File: config.mk
export PLATFORM = sky130hd
export DESIGN_NAME = fft_stage_sequencer
export DESIGN_NICKNAME = d
export VERILOG_FILES = /design/src/rtl/fft_pkg.sv /design/src/rtl/fft_delay_line.sv /design/src/rtl/fft_stage_sequencer.sv
export SDC_FILE = /design/constraint.sdc
export NUM_CORES = 1
export LEC_CHECK = 0
export ABC_AREA = 1
export CAP_MARGIN = 20
export CORE_UTILIZATION = 45
export DETAILED_ROUTE_END_ITERATION = 10
export HOLD_SLACK_MARGIN = 0.15
export PLACE_DENSITY = 0.77
export SYNTH_ARGS = -nofsm -noshare
export SYNTH_HDL_FRONTEND = slang
export SYNTH_SLANG_ARGS = --single-unit
File: constraint.sdc
create_clock -name clk -period 1.6 [get_ports clk]
set_input_delay 0.24 -clock clk [delete_from_list [all_inputs] [get_ports clk]]
set_output_delay 0.24 -clock clk [all_outputs]
set_load 0.05 [all_outputs]
File: src/rtl/fft_pkg.sv
// -----------------------------------------------------------------------------
// fft_pkg
// Shared definitions for the FFT stage sequencer slice.
//   FFT_N_DEFAULT : default log2 of the transform size
//   STAGE_W       : width of the stage counter driven to the address generator
//   fft_state_t   : sequencer state encoding (also exported on the debug port)
// -----------------------------------------------------------------------------
package fft_pkg;

   localparam int FFT_N_DEFAULT = 10;
   localparam int STAGE_W       = 5;

   typedef enum logic [2:0] {
      ST_IDLE  = 3'd0,
      ST_RUN   = 3'd1,
      ST_DRAIN = 3'd2,
      ST_NEXT  = 3'd3,
      ST_DONE  = 3'd4
   } fft_state_t;

endpackage

File: src/rtl/fft_delay_line.sv
// -----------------------------------------------------------------------------
// fft_delay_line
// Fixed-depth shift register: dout equals din from DEPTH cycles earlier.
// Shifts every cycle. rst_n clears it asynchronously; clr flushes every
// stage to zero on the next clock edge instead of shifting.
//   clk   : clock
//   rst_n : asynchronous active-low clear
//   clr   : synchronous flush
//   din   : WIDTH-bit input
//   dout  : WIDTH-bit output, delayed DEPTH cycles
// -----------------------------------------------------------------------------
module fft_delay_line #(
   parameter int WIDTH = 1,
   parameter int DEPTH = 2
) (
   input  logic             clk,
   input  logic             rst_n,
   input  logic             clr,
   input  logic [WIDTH-1:0] din,
   output logic [WIDTH-1:0] dout
);

   logic [WIDTH-1:0] pipe_q [DEPTH];
   logic [WIDTH-1:0] pipe_d [DEPTH];

   always_comb begin
      pipe_d[0] = clr ? '0 : din;
      for (int i = 1; i < DEPTH; i++) begin
         pipe_d[i] = clr ? '0 : pipe_q[i-1];
      end
   end

   always_ff @(posedge clk or negedge rst_n) begin
      if (!rst_n) begin
         for (int i = 0; i < DEPTH; i++) begin
            pipe_q[i] <= '0;
         end
      end else begin
         for (int i = 0; i < DEPTH; i++) begin
            pipe_q[i] <= pipe_d[i];
         end
      end
   end

   assign dout = pipe_q[DEPTH-1];

endmodule

File: src/rtl/fft_stage_sequencer.sv
// -----------------------------------------------------------------------------
// fft_stage_sequencer
// Steps an in-place radix-2 FFT through FFT_N stages. For each stage it asks
// the address generator to run, waits for gen_done, lets the butterfly
// pipeline drain for DRAIN_LAT cycles, then advances the stage and swaps the
// ping-pong banks. Write address/enable are the generator's read address and
// valid flag delayed by the butterfly latency.
//
// Handshake: should_run is a level request held for the whole RUN state; the
// generator streams addresses (gen_active) while it is high and raises
// gen_done once the stage's last address has been issued. The first cycle
// gen_done is seen in RUN ends the request; should_run drops next cycle.
//
// Parameters: FFT_N (log2 points), DRAIN_LAT (2..15 pipeline latency).
// Ports:
//   clk, rst_n          : clock, asynchronous active-low reset
//   start               : transform request, honoured only in IDLE
//   abort               : (only with FFT_SEQ_ABORT_EN) return to IDLE at once
//   ready               : high in IDLE
//   stage_count         : current stage to the address generator
//   should_run          : run request to the address generator
//   gen_done/gen_active : generator stage-complete / address-valid flags
//   rd_addr             : butterfly read address from the generator
//   wr_addr/wr_en       : rd_addr/gen_active delayed by DRAIN_LAT
//   rd_bank             : ping-pong bank being read (write bank is ~rd_bank)
//   stage_done          : one-cycle pulse after each stage drains
//   fft_done            : one-cycle pulse after the final stage drains
//   state_dbg           : current FSM state
// Optional feature macro: FFT_SEQ_ABORT_EN adds the abort input.
// -----------------------------------------------------------------------------
module fft_stage_sequencer
   import fft_pkg::*;
#(
   parameter int FFT_N     = FFT_N_DEFAULT,
   parameter int DRAIN_LAT = 4
) (
   input  logic               clk,
   input  logic               rst_n,
   input  logic               start,
`ifdef FFT_SEQ_ABORT_EN
   input  logic               abort,
`endif
   output logic               ready,
   output logic [STAGE_W-1:0] stage_count,
   output logic               should_run,
   input  logic               gen_done,
   input  logic               gen_active,
   input  logic [FFT_N-2:0]   rd_addr,
   output logic [FFT_N-2:0]   wr_addr,
   output logic               wr_en,
   output logic               rd_bank,
   output logic               stage_done,
   output logic               fft_done,
   output fft_state_t         state_dbg
);

   localparam logic [STAGE_W-1:0] LAST_STAGE = STAGE_W'(FFT_N - 1);
   localparam logic [3:0]         DRAIN_INIT = 4'(DRAIN_LAT - 1);

   fft_state_t         state_q, state_d;
   logic [STAGE_W-1:0] stage_q, stage_d;
   logic               bank_q, bank_d;
   logic [3:0]         cnt_q, cnt_d;
   logic               ready_q, ready_d;
   logic               run_q, run_d;
   logic               sdone_q, sdone_d;
   logic               fdone_q, fdone_d;
   logic               abort_go;
   logic [FFT_N-1:0]   dly_out;

   always_comb begin
      state_d  = state_q;
      stage_d  = stage_q;
      bank_d   = bank_q;
      cnt_d    = cnt_q;
      abort_go = 1'b0;

      case (state_q)
         ST_IDLE: begin
            if (start) begin
               state_d = ST_RUN;
               stage_d = '0;
               bank_d  = 1'b0;
            end
         end
         ST_RUN: begin
            if (gen_done) begin
               state_d = ST_DRAIN;
               cnt_d   = DRAIN_INIT;
            end
         end
         // Counter runs DRAIN_LAT-1 .. 0, so DRAIN occupies DRAIN_LAT cycles.
         ST_DRAIN: begin
            if (cnt_q == 4'd0) begin
               state_d = ST_NEXT;
            end else begin
               cnt_d = cnt_q - 4'd1;
            end
         end
         ST_NEXT: begin
            if (stage_q == LAST_STAGE) begin
               state_d = ST_DONE;
            end else begin
               state_d = ST_RUN;
               stage_d = stage_q + STAGE_W'(1);
               bank_d  = ~bank_q;
            end
         end
         ST_DONE: begin
            state_d = ST_IDLE;
         end
         default: begin
            state_d = ST_IDLE;
         end
      endcase

`ifdef FFT_SEQ_ABORT_EN
      // Abort overrides every transition; stage and bank are left as they were.
      if (abort && (state_q != ST_IDLE)) begin
         abort_go = 1'b1;
         state_d  = ST_IDLE;
         stage_d  = stage_q;
         bank_d   = bank_q;
      end
`endif

      // Outputs are registered as a decode of the next state, so each one
      // equals a decode of the registered state during the following cycle.
      ready_d = (state_d == ST_IDLE);
      run_d   = (state_d == ST_RUN);
      sdone_d = (state_d == ST_NEXT);
      fdone_d = (state_d == ST_DONE);
   end

   always_ff @(posedge clk or negedge rst_n) begin
      if (!rst_n) begin
         state_q <= ST_IDLE;
         stage_q <= '0;
         bank_q  <= 1'b0;
         cnt_q   <= '0;
         ready_q <= 1'b1;
         run_q   <= 1'b0;
         sdone_q <= 1'b0;
         fdone_q <= 1'b0;
      end else begin
         state_q <= state_d;
         stage_q <= stage_d;
         bank_q  <= bank_d;
         cnt_q   <= cnt_d;
         ready_q <= ready_d;
         run_q   <= run_d;
         sdone_q <= sdone_d;
         fdone_q <= fdone_d;
      end
   end

   // Valid flag rides in the top bit alongside the address.
   fft_delay_line #(
      .WIDTH (FFT_N),
      .DEPTH (DRAIN_LAT)
   ) u_delay (
      .clk   (clk),
      .rst_n (rst_n),
      .clr   (abort_go),
      .din   ({gen_active, rd_addr}),
      .dout  (dly_out)
   );

   assign wr_en       = dly_out[FFT_N-1];
   assign wr_addr     = dly_out[FFT_N-2:0];
   assign ready       = ready_q;
   assign should_run  = run_q;
   assign stage_count = stage_q;
   assign rd_bank     = bank_q;
   assign stage_done  = sdone_q;
   assign fft_done    = fdone_q;
   assign state_dbg   = state_q;

endmodule

## Word-level counts from Yosys, hierarchy flattened

Cells that the tools add are included.

- Reductions and logical operators: 7
- Bitwise gates (word level): 1
- Equality and inequality tests: 11
- Mux-type cells: 14
- $add $sub $neg: 2

Operators with widths:

| kind | number |
|---|---|
| $mux W3 | 4 |
| $pmux W3 S4 | 1 |
| $mux W5 | 2 |
| $pmux W5 S2 | 1 |
| $eq A3 B2 Y1 const B | 3 |
| $mux W4 | 2 |
| $ne A2 B2 Y1 const B | 4 |
| $pmux W4 S2 | 1 |
| $eq A3 B1 Y1 const B | 2 |
| $logic_not A3 Y1 | 2 |
| $reduce_and A3 Y1 | 2 |
| $add A5 B1 Y5 const B | 1 |
| $eq A5 B4 Y1 const B | 1 |
| $logic_not A4 Y1 | 1 |
| $reduce_bool A2 Y1 | 2 |
| $sub A4 B1 Y4 const B | 1 |
| $eq A3 B3 Y1 const B | 1 |
| $mux W1 | 2 |
| $pmux W1 S2 | 1 |
| $not A1 Y1 | 1 |

- Input bits: 14
- Word-level logic and storage cells: 47
- Output and inout port bits: 23
- Flip-flop bits (word level): 57

## Longest topological paths before layout

Gate-level depths: netlist of the first run.

- Word-level depth: 4
- Gate-level depth with buffers: 8
- Gate-level depth less buffers: 8

## By module

Synthesis of the first run repeated with hierarchy kept, for this count alone.

- Cells, all modules: 252
- Area, all modules: 2359.8 um^2

By module, submodules not included:

| module | cells an instance | area each (um^2) | instances | sequential area each (um^2) |
|---|---|---|---|---|
| fft_delay_line | 134 | 1421.4 | 1 | 1001.0 |
| fft_stage_sequencer | 118 | 938.4 | 1 | 426.7 |

## Worst setup path after synthesis of the first run

No wires, ideal clock.

- Kind: register -> register
- Start: register stage_q[0], in the netlist stage_count[0]
- End: register stage_q[0], in the netlist stage_count[0]
- Stages on the path, launching flop included: 6
- Clock period less this slack: 1.496 ns
- Required time: 1.519 ns
- Arrival time: 1.415 ns
- Path buffers: 0
- Setup time: 0.081 ns
- Path slack: 0.104 ns
- Path through: dfrtp_1 > ha_1 > nand3_1 > a21oi_2 > nand2_1 > o21ai_1

- Word-level cells in the longest chain between the ends: 3
- Elaborated cells on any way between the ends: 6
- Those cells by class: add/sub: 1; eq/ne: 2; mux: 2; reduce/logical: 1

RTL lines:

| what | line | text |
|---|---|---|
| start, declared | fft_stage_sequencer.sv:61 | `logic [STAGE_W-1:0] stage_q, stage_d;` |
| start signal, assigned | fft_stage_sequencer.sv:147 | `stage_q <= stage_d;` |
| $add A5 B1 Y5 / $eq A5 B4 Y1 (equally long branches) | fft_stage_sequencer.sv:105, fft_stage_sequencer.sv:101 |  |
| $mux W5 / $ne A2 B2 Y1 (equally long branches) | n/a |  |
| $pmux W5 S2 / $reduce_and A3 Y1 (equally long branches) | n/a |  |

Parallel ways exist; a longest one is shown, timed or not. The select of a mux whose other input is x is not followed.
A chain may end at the register's enable or synchronous reset.

## Worst setup path after layout of the first run

- Start: register stage_q[0], in the netlist stage_count[0]
- End: register run_q, in the netlist should_run

- Word-level cells in the longest chain between the ends: 4

RTL lines:

| what | line | text |
|---|---|---|
| $eq A5 B4 Y1 | fft_stage_sequencer.sv:101 | `if (stage_q == LAST_STAGE) begin` |
| $mux W3 | fft_stage_sequencer.sv:101 |  |
| $pmux W3 S4 | fft_stage_sequencer.sv:78 | `case (state_q)` |
| $eq A3 B1 Y1 | fft_stage_sequencer.sv:130 | `run_d = (state_d == ST_RUN);` |
| net run_d | fft_stage_sequencer.sv:65 | `logic run_q, run_d;` |
| end signal, assigned | fft_stage_sequencer.sv:151 | `run_q <= run_d;` |
| end, declared | fft_stage_sequencer.sv:65 |  |

The timed path passes the listed nets, and every way through them passes these cells.

==> summary.md, run 1 <==
| Metric | Value |
|---|---|
| Category of the worst setup path launch point | `flop` |
| Sum of negative setup slack | `0 ns` |
| CTS buffer count | `9` |
| Required @ worst endpoint | `1.80 ns` |
| Largest buffer count on any clock path | `2` |
| Via count of the first global-routing pass | `1118` |
| Total Routing Usage GR | `15.9%` |
| Average wire per cell in the routed design | `12.5 um` |
| Clk root buf | `sky130_fd_sc_hd__clkbuf_8` |
| Core area | `4030 um^2` |
| Inserted Diodes | `0` |
| Final RePlAce weighted congestion | `0.787` |
| Effective utilization at floorplan | `between 40% and 50%` |
| I/O pin count | `37` |
| Mean post-synth cell area | `~13 um^2` |
| Setup repair after global routing missed its margin | `false` |
| Routed WL | `3.13 mm` |
| Post-synth design cell area | `roughly 1900 um^2` |
| Fraction of final layout cells with drive strength greater than 1 | `27.4%` |
| Placement-stage worst setup slack | `between 0.2 and 0.3 ns` |
| CTS H-tree lvls | `3` |
| Area added between synthesis and finish | `32.5%` |
| Final setup violation count | `0` |
| Share of the yosys chip area belonging to registers | `74.6%` |
| Worst setup skew after layout | `roughly 0.0023 ns` |
| Number of synthesized register bits | `57` |
| Latest clock arrival within the worst-skew pair | `0.32 ns` |
| TritonCTS clock tree | `built` |
| Clock slew seen by the registers of the worst setup and hold paths | `about 0.060 ns` |
| Power Density | `between 1500 and 2000 nW/um^2` |
| Hold violation total from the final report | `0` |
| Count of yosys warnings during synthesis | `0` |
| Remaining antenna violation count | `0` |
| Top achievable clock speed | `0.731 GHz` |
| Critical Path, Cell by Cell | `ha_1, nand3_1, nand2_4, nand2_4, nor2_1, nor2_1` |
| Worst slew margin | `around 67%` |
| Final slew viol count | `0` |
| Leakage power total | `0.00128 uW` |
| Worst VDD drop | `0.832 mV` |
| Remaining global-route overflow | `0` |
| Input/output buffers | `36` |
| Worst Setup End Kind | `flop` |
| Initial antenna violation count | `0` |
| Final critical path time including I/O delays and setup | `1.37 ns` |
| Count of different cell masters after synthesis | `20` |
| Height of the die | `67.2 um` |
| Period utilisation layout | `85.5%` |
| Iter 0 DRT Violations | `46` |
| Total vias in the final route | `1161` |
| DRC violations left | `0` |
| Worst setup slack after layout | `0.232 ns` |
| Run status | `completed` |
| Count of cells resized by post-cts repair | `0` |
| Wire length of the first global-routing pass | `4.99 mm` |
| Detailed-route vias per instance | `~4.6` |
| Arrival time worst endpoint | `1.57 ns` |
| Utilization of the core after routing | `between 60% and 70%` |
| Net count after synthesis | `165` |
| Number of placement rows | `23` |
| Instance count of the mapped netlist | `147` |
| Hold/Removal Path Class | `flop to flop` |
| CTS Sinks | `57` |
| TritonRoute pass-1 iters | `4` |
| Library cell contributing the largest single delay on the critical path | `sky130_fd_sc_hd__dfrtp_1` |
| Dpl hpwl | `about 2.2 mm` |
| Total die area | `4520 um^2` |
| Count of nets after finishing | `215` |
| Biggest cell delay along the critical path | `approximately 0.48 ns` |
| CP Class | `flop to flop` |
| Slew at the pin with the worst max-slew slack | `~0.5 ns` |
| Max-capacitance violation count | `0` |
| Width of the die | `67.2 um` |
| Pin count of the biggest net entering global routing | `24` |
| Critical path peak fanout | `6` |
| Setup Fix Bufs, Post-CTS | `0` |
routing by layer:
metal	share of wire, %	vias to the layer above	wire, um	track usage, %
met2	51	40	1600	25.0
met4	1.6	0	51	9.57
met3	6.6	6	207	7.09
li1	-	558	-	-
met1	41	557	1270	17.8
met5	0	-	0	0
cell usage after synthesis:
| cell | number | area share [%] |
|---|---|---|
| sky130_fd_sc_hd__dfrtp_1 | 56 | 73 |
| sky130_fd_sc_hd__nand2_1 | 23 | 4.5 |
| sky130_fd_sc_hd__inv_1 | 17 | 3.3 |
| sky130_fd_sc_hd__nor2_1 | 12 | 2.4 |
| sky130_fd_sc_hd__nand3_1 | 8 | 2.1 |
| sky130_fd_sc_hd__o21ai_1 | 7 | 1.8 |
| sky130_fd_sc_hd__ha_1 | 4 | 2.6 |
| sky130_fd_sc_hd__nand2_2 | 3 | 0.98 |
| sky130_fd_sc_hd__inv_2 | 2 | 0.39 |
| sky130_fd_sc_hd__nand2_4 | 2 | 1.2 |
| sky130_fd_sc_hd__nand3_2 | 2 | 1.0 |
| sky130_fd_sc_hd__nor2_2 | 2 | 0.65 |
| sky130_fd_sc_hd__xor2_1 | 2 | 0.92 |
| sky130_fd_sc_hd__a21oi_2 | 1 | 0.46 |
| sky130_fd_sc_hd__dfstp_2 | 1 | 1.4 |
| sky130_fd_sc_hd__nand3_4 | 1 | 0.92 |
| sky130_fd_sc_hd__nand4_1 | 1 | 0.33 |
| sky130_fd_sc_hd__nor2_8 | 1 | 1.0 |
| sky130_fd_sc_hd__o21ai_2 | 1 | 0.46 |
| sky130_fd_sc_hd__o22ai_1 | 1 | 0.33 |
repair_timing:
action | in CTS | in global routing
endpoints found under the setup margin | 0 | 0
endpoints found under the hold margin | 18 | 0
hold buffers | 1 | 0
state kept, by name, indices dropped and copies added, names as in the netlist:
name,count
u_delay.pipe_q,30
stage_done,1
cnt_q,4
ready,1
should_run,1
rd_bank,1
stage_count,5
fft_done,1
state_dbg,3
u_delay.dout,10
layout by cell type, fill, tap and decap left out, drive strengths merged:
master,instances
dfstp,1
ha,4
o22ai,1
nand3,11
nand4,1
clkinvlp,1
nand2,28
clkbuf,12
clkinv,2
dlygate4sd3,1
inv,19
o21ai,8
buf,26
a21oi,1
dfrtp,56
clkdlybuf4s50,12
nor2,15
xor2,2
metrics by stage:
stage	instances	hold slack, ns	power [uW]	instance area, um^2
finish	251	0.345	4250	2540
global route	251	0.343	4480	2540
CTS	251	0.340	4300	2540
detailed placement	235	0.230	3190	2360
global placement	235	0.223	3120	2360
floorplan	147	-0.0556	2680	1910
critical path: cells and delay by family (launching register included):
kind / cells / cell delay (ns)
simple gates: 5 / 0.57
fa+ha+maj: 1 / 0.20
flops: 1 / 0.48
power breakdown:
part	total [uW]	internal, uW	switching [uW]
Sequential	1790	1630	157
Combinational	1370	510	864
Clock	1090	590	503
Total	4250	2730	1520
cells by family (layout without fill, tap and decap cells):
family / after synthesis / after routing / synth area share [%]
AOI/OAI and AO/OA: 10 / 10 / 3.07
DFF: 57 / 57 / 74.6
adders and majority gates: 4 / 4 / 2.61
xor gates and xnor gates: 2 / 2 / 0.915
and+or+nand+nor: 55 / 55 / 15.1
buffers and inverters: 19 / 73 / 3.73
path summary, 6_finish.rpt:
path	endpoint	slack (ns)	cells past startpoint	start
setup / recovery	should_run$_DFF_PN0_	0.23	6	stage_count[0]$_DFFE_PN0P_
hold / removal	u_delay.dout[2]$_DFF_PN0_	0.35	0	u_delay.pipe_q[12]$_DFF_PN0_
setup reg to reg	should_run$_DFF_PN0_	0.23	6	stage_count[0]$_DFFE_PN0P_
hold reg to reg	u_delay.dout[2]$_DFF_PN0_	0.35	0	u_delay.pipe_q[12]$_DFF_PN0_
max in group asynchronous	stage_count[3]$_DFFE_PN0P_	0.59	3	rst_n
min in group asynchronous	u_delay.dout[3]$_DFF_PN0_	0.43	2	rst_n
cell type report:
type / count / area, um^2
clock buffer: 12 / 145
clock inverter: 3 / 17.5
fill: 308 / 1490
inverter: 19 / 71.3
multi-input combinational: 71 / 415
sequential: 57 / 1430
tap: 50 / 62.6
timing repair buffer: 39 / 398
(Power assumes the default switching activity.)
==> inputs of run 2 (changes only) <==
--- a/config.mk
+++ b/config.mk
@@ -9,7 +9,6 @@
 export CAP_MARGIN = 20
 export CORE_UTILIZATION = 45
 export DETAILED_ROUTE_END_ITERATION = 10
-export HOLD_SLACK_MARGIN = 0.15
 export PLACE_DENSITY = 0.77
 export SYNTH_ARGS = -nofsm -noshare
 export SYNTH_HDL_FRONTEND = slang
==> results of run 2 <==
The final DEF is identical to that of run 1; final timing and power are the same.
==> edit, RTL diff (config.mk and constraints of run 2) <==
Change the package constant `STAGE_W` from 5 to 7.
--- a/src/rtl/fft_pkg.sv
+++ b/src/rtl/fft_pkg.sv
@@ -9,5 +9,5 @@
 
    localparam int FFT_N_DEFAULT = 10;
-   localparam int STAGE_W       = 5;
+   localparam int STAGE_W       = 7;
 
    typedef enum logic [2:0] {
Ports: changed (resized stage_count); port bits go from 37 to 39. The function was not compared with the original's and may differ.
==> edit against run 2 <==
  * Clock power rose by 20%
  * Critical endpoint unchanged
  * Routed wire length rose by 5.6%
  * Sequential cell count rose by 2
  * Setup slack got worse by 44 ps
  * Clock skew rose by 3.9 ps
  * Largest cell class unchanged
  * Area after synthesis rose by 3.6%
  * Total power rose by 1.8%
  * Design area rose by 3.9%
  * Critical path type unchanged
==> edit: results (changes against run 2) <==
{| class="wikitable"
! Metric !! Value
|-
| Main flop type after synthesis || sky130_fd_sc_hd__dfrtp_1
|-
| Routed wire length || 3300 um (+5.6%)
|-
| Post-synthesis average cell area || 11.8 um2 (-9.4%)
|-
| Number of cells upsized or downsized after cts || 0 (unchanged)
|-
| Switching power || 1.48 mW (-3.1%)
|-
| DR vias/cell || 4.64 (+0.39%)
|-
| Sequential cell area fraction in the yosys report || 74.5% (about the same)
|-
| Outcome || finished clean
|-
| Hold buffers post-CTS || 1 (unchanged)
|-
| Iteration count of the initial detailed-routing pass || 4 (unchanged)
|-
| Post-synthesis net count || 185 (+12%)
|-
| Largest register by flop count || u_delay.pipe_q
|-
| Type of the worst min-delay path || reg2reg
|-
| Net total in the final layout || 237 (+10%)
|-
| Worst-path maximum fanout || 12 (+6)
|-
| Setup skew after layout || 6.20 ps (+3.86 ps)
|-
| Worst supply voltage drop on vdd || 0.000865 V (+3.9%)
|-
| Placer's final routability congestion estimate || 0.792 (+0.65%)
|-
| Max reg flops || 30 (unchanged)
|-
| Number of distinct library cells after synthesis || 17 (-15%)
|-
| First-iteration detailed-routing DRC count || 63 (+37%)
|-
| Number of H-tree branching levels || 3 (unchanged)
|-
| CTS Buffer Depth || 2 (unchanged)
|-
| Port buffer count || 38 (+5.6%)
|-
| Fraction of the mapped netlist area in compound gates || 2.27% (-0.80 points)
|-
| Ant. Diodes || 0 (unchanged)
|-
| Fraction of final layout cells sized beyond drive strength 1 || 21.3% (-6.0 points)
|-
| Global-route wire length before repair || 5240 um (+5.1%)
|-
| Cell total after placement || 258 (+9.8%)
|-
| Cell leakage power || 1.33 nW (+3.9%)
|-
| Placement-stage worst setup slack || 183 ps (-77.3 ps)
|-
| CTS buffer count || 9 (unchanged)
|-
| Most used standard cells in the synthesized netlist || sky130_fd_sc_hd__dfrtp_1 (58), sky130_fd_sc_hd__nand2_1 (29), sky130_fd_sc_hd__inv_1 (20), sky130_fd_sc_hd__nand3_1 (20), sky130_fd_sc_hd__nor2_1 (18)
|-
| Fraction of synthesized area in multiplexers || 0% (unchanged)
|-
| Setup bufs post-CTS || 0 (unchanged)
|-
| XOR/XNOR share of the synthesized area || 0.442% (-0.47 points)
|-
| Adder-cell share of the synthesized area || 1.89% (-0.72 points)
|-
| Half-perimeter wire length after detailed placement || 2220 um (+0.17%)
|-
| Initial antenna violation count || 0 (unchanged)
|-
| Synth warnings || 0 (unchanged)
|-
| Via count of the first global-routing pass || 1,219 (+9.0%)
|-
| Worst slew margin relative to its limit || 75.3% (+8.1 points)
|-
| Async set or reset register ratio after synthesis || 100% (unchanged)
|-
| DP Area || 2430 um2 (+2.9%)
|-
| Cell types occupying the most area after synthesis || sky130_fd_sc_hd__dfrtp_1 (73%), sky130_fd_sc_hd__nand2_1 (5.5%), sky130_fd_sc_hd__nand3_1 (5.0%)
|-
| Routed length per instance || 12.0 um (-3.6%)
|-
| Largest net degree at the start of global routing || 60 (+150%)
|-
| GRT Overall Usage || 16.2% (+0.24 points)
|}
[edit: changes by cell type in the layout (fill, tap and decap cells not counted), sizes merged, moves of 2 or more]
cell	run 2	this run
nor2	15	18
xor2	2	0
nand3	11	21
buf	26	29
inv	19	22
dfrtp	56	58
nand2	28	30
[edit: critical path: stages (launching register included)]
cell and delay (ps):
sky130_fd_sc_hd__dfrtp_1 380, sky130_fd_sc_hd__inv_1 60, sky130_fd_sc_hd__ha_1 130, sky130_fd_sc_hd__inv_1 40, sky130_fd_sc_hd__nor2_1 110, sky130_fd_sc_hd__nand3_1 100, sky130_fd_sc_hd__nand2_2 200, sky130_fd_sc_hd__nand2_1 140
sky130_fd_sc_hd__nor2_1 110, sky130_fd_sc_hd__nor2_1 40
[edit: metal layers]
layer | global-route usage [%] | vias up | wire, um
li1 | - | 629 | -
met1 | 19.6 | 606 | 1470
met2 | 25.4 | 34 | 1610
met3 | 5.00 | 8 | 157
met4 | 9.38 | 0 | 63
met5 | 0 | - | 0
[edit: area by class of cell]
type | instances | area, um2
fillers | 313 | 1480
flip-flops and latches | 59 | 1480
clock inverters | 4 | 50.0
clock buffers | 12 | 145
inverters | 22 | 82.6
well taps | 50 | 62.6
repair buffers | 42 | 408
multi-input cells | 86 | 412
[edit: kinds of logic after synthesis]
kind of cell,count (synthesis)
AO/OA/AOI/OAI,9
adder cells (fa/ha/maj),3
XOR/XNOR,1
buffers and inverters,23
AND/OR/NAND/NOR,73
flip-flops,59
[edit: stage by stage]
step | utilization [%] | hold WS (ps) | power, mW
after floorplan | - | -55.6 | 2.61
after global placement | 59.1 | 265 | 3.00
after detailed placement | 59.1 | 267 | 3.05
after CTS | 64.1 | 336 | 4.37
after global routing | 64.1 | 335 | 4.56
final | 64.1 | 345 | 4.33
[edit: path summary, 6_finish.rpt]
path                       cells after the start  slack [ps]                          from                            to
max in group asynchronous                      3         870                         rst_n               ready$_DFF_PN1_
setup reg to reg                               9         190    stage_count[1]$_DFFE_PN0P_          should_run$_DFF_PN0_
setup / recovery                               9         190    stage_count[1]$_DFFE_PN0P_          should_run$_DFF_PN0_
hold / removal                                 0         350  u_delay.pipe_q[21]$_DFF_PN0_  u_delay.pipe_q[11]$_DFF_PN0_
hold reg to reg                                0         350  u_delay.pipe_q[21]$_DFF_PN0_  u_delay.pipe_q[11]$_DFF_PN0_
min in group asynchronous                      3         450                         rst_n          cnt_q[2]$_DFFE_PN0P_
[edit: power groups by stage]
stage,combinational (mW),clock (mW),sequential (mW)
after floorplan,0.482,0,2.13
after detailed placement,1.22,0,1.83
after global placement,1.18,0,1.82
after global routing,1.34,1.40,1.82
after CTS,1.23,1.34,1.80
final,1.22,1.31,1.80
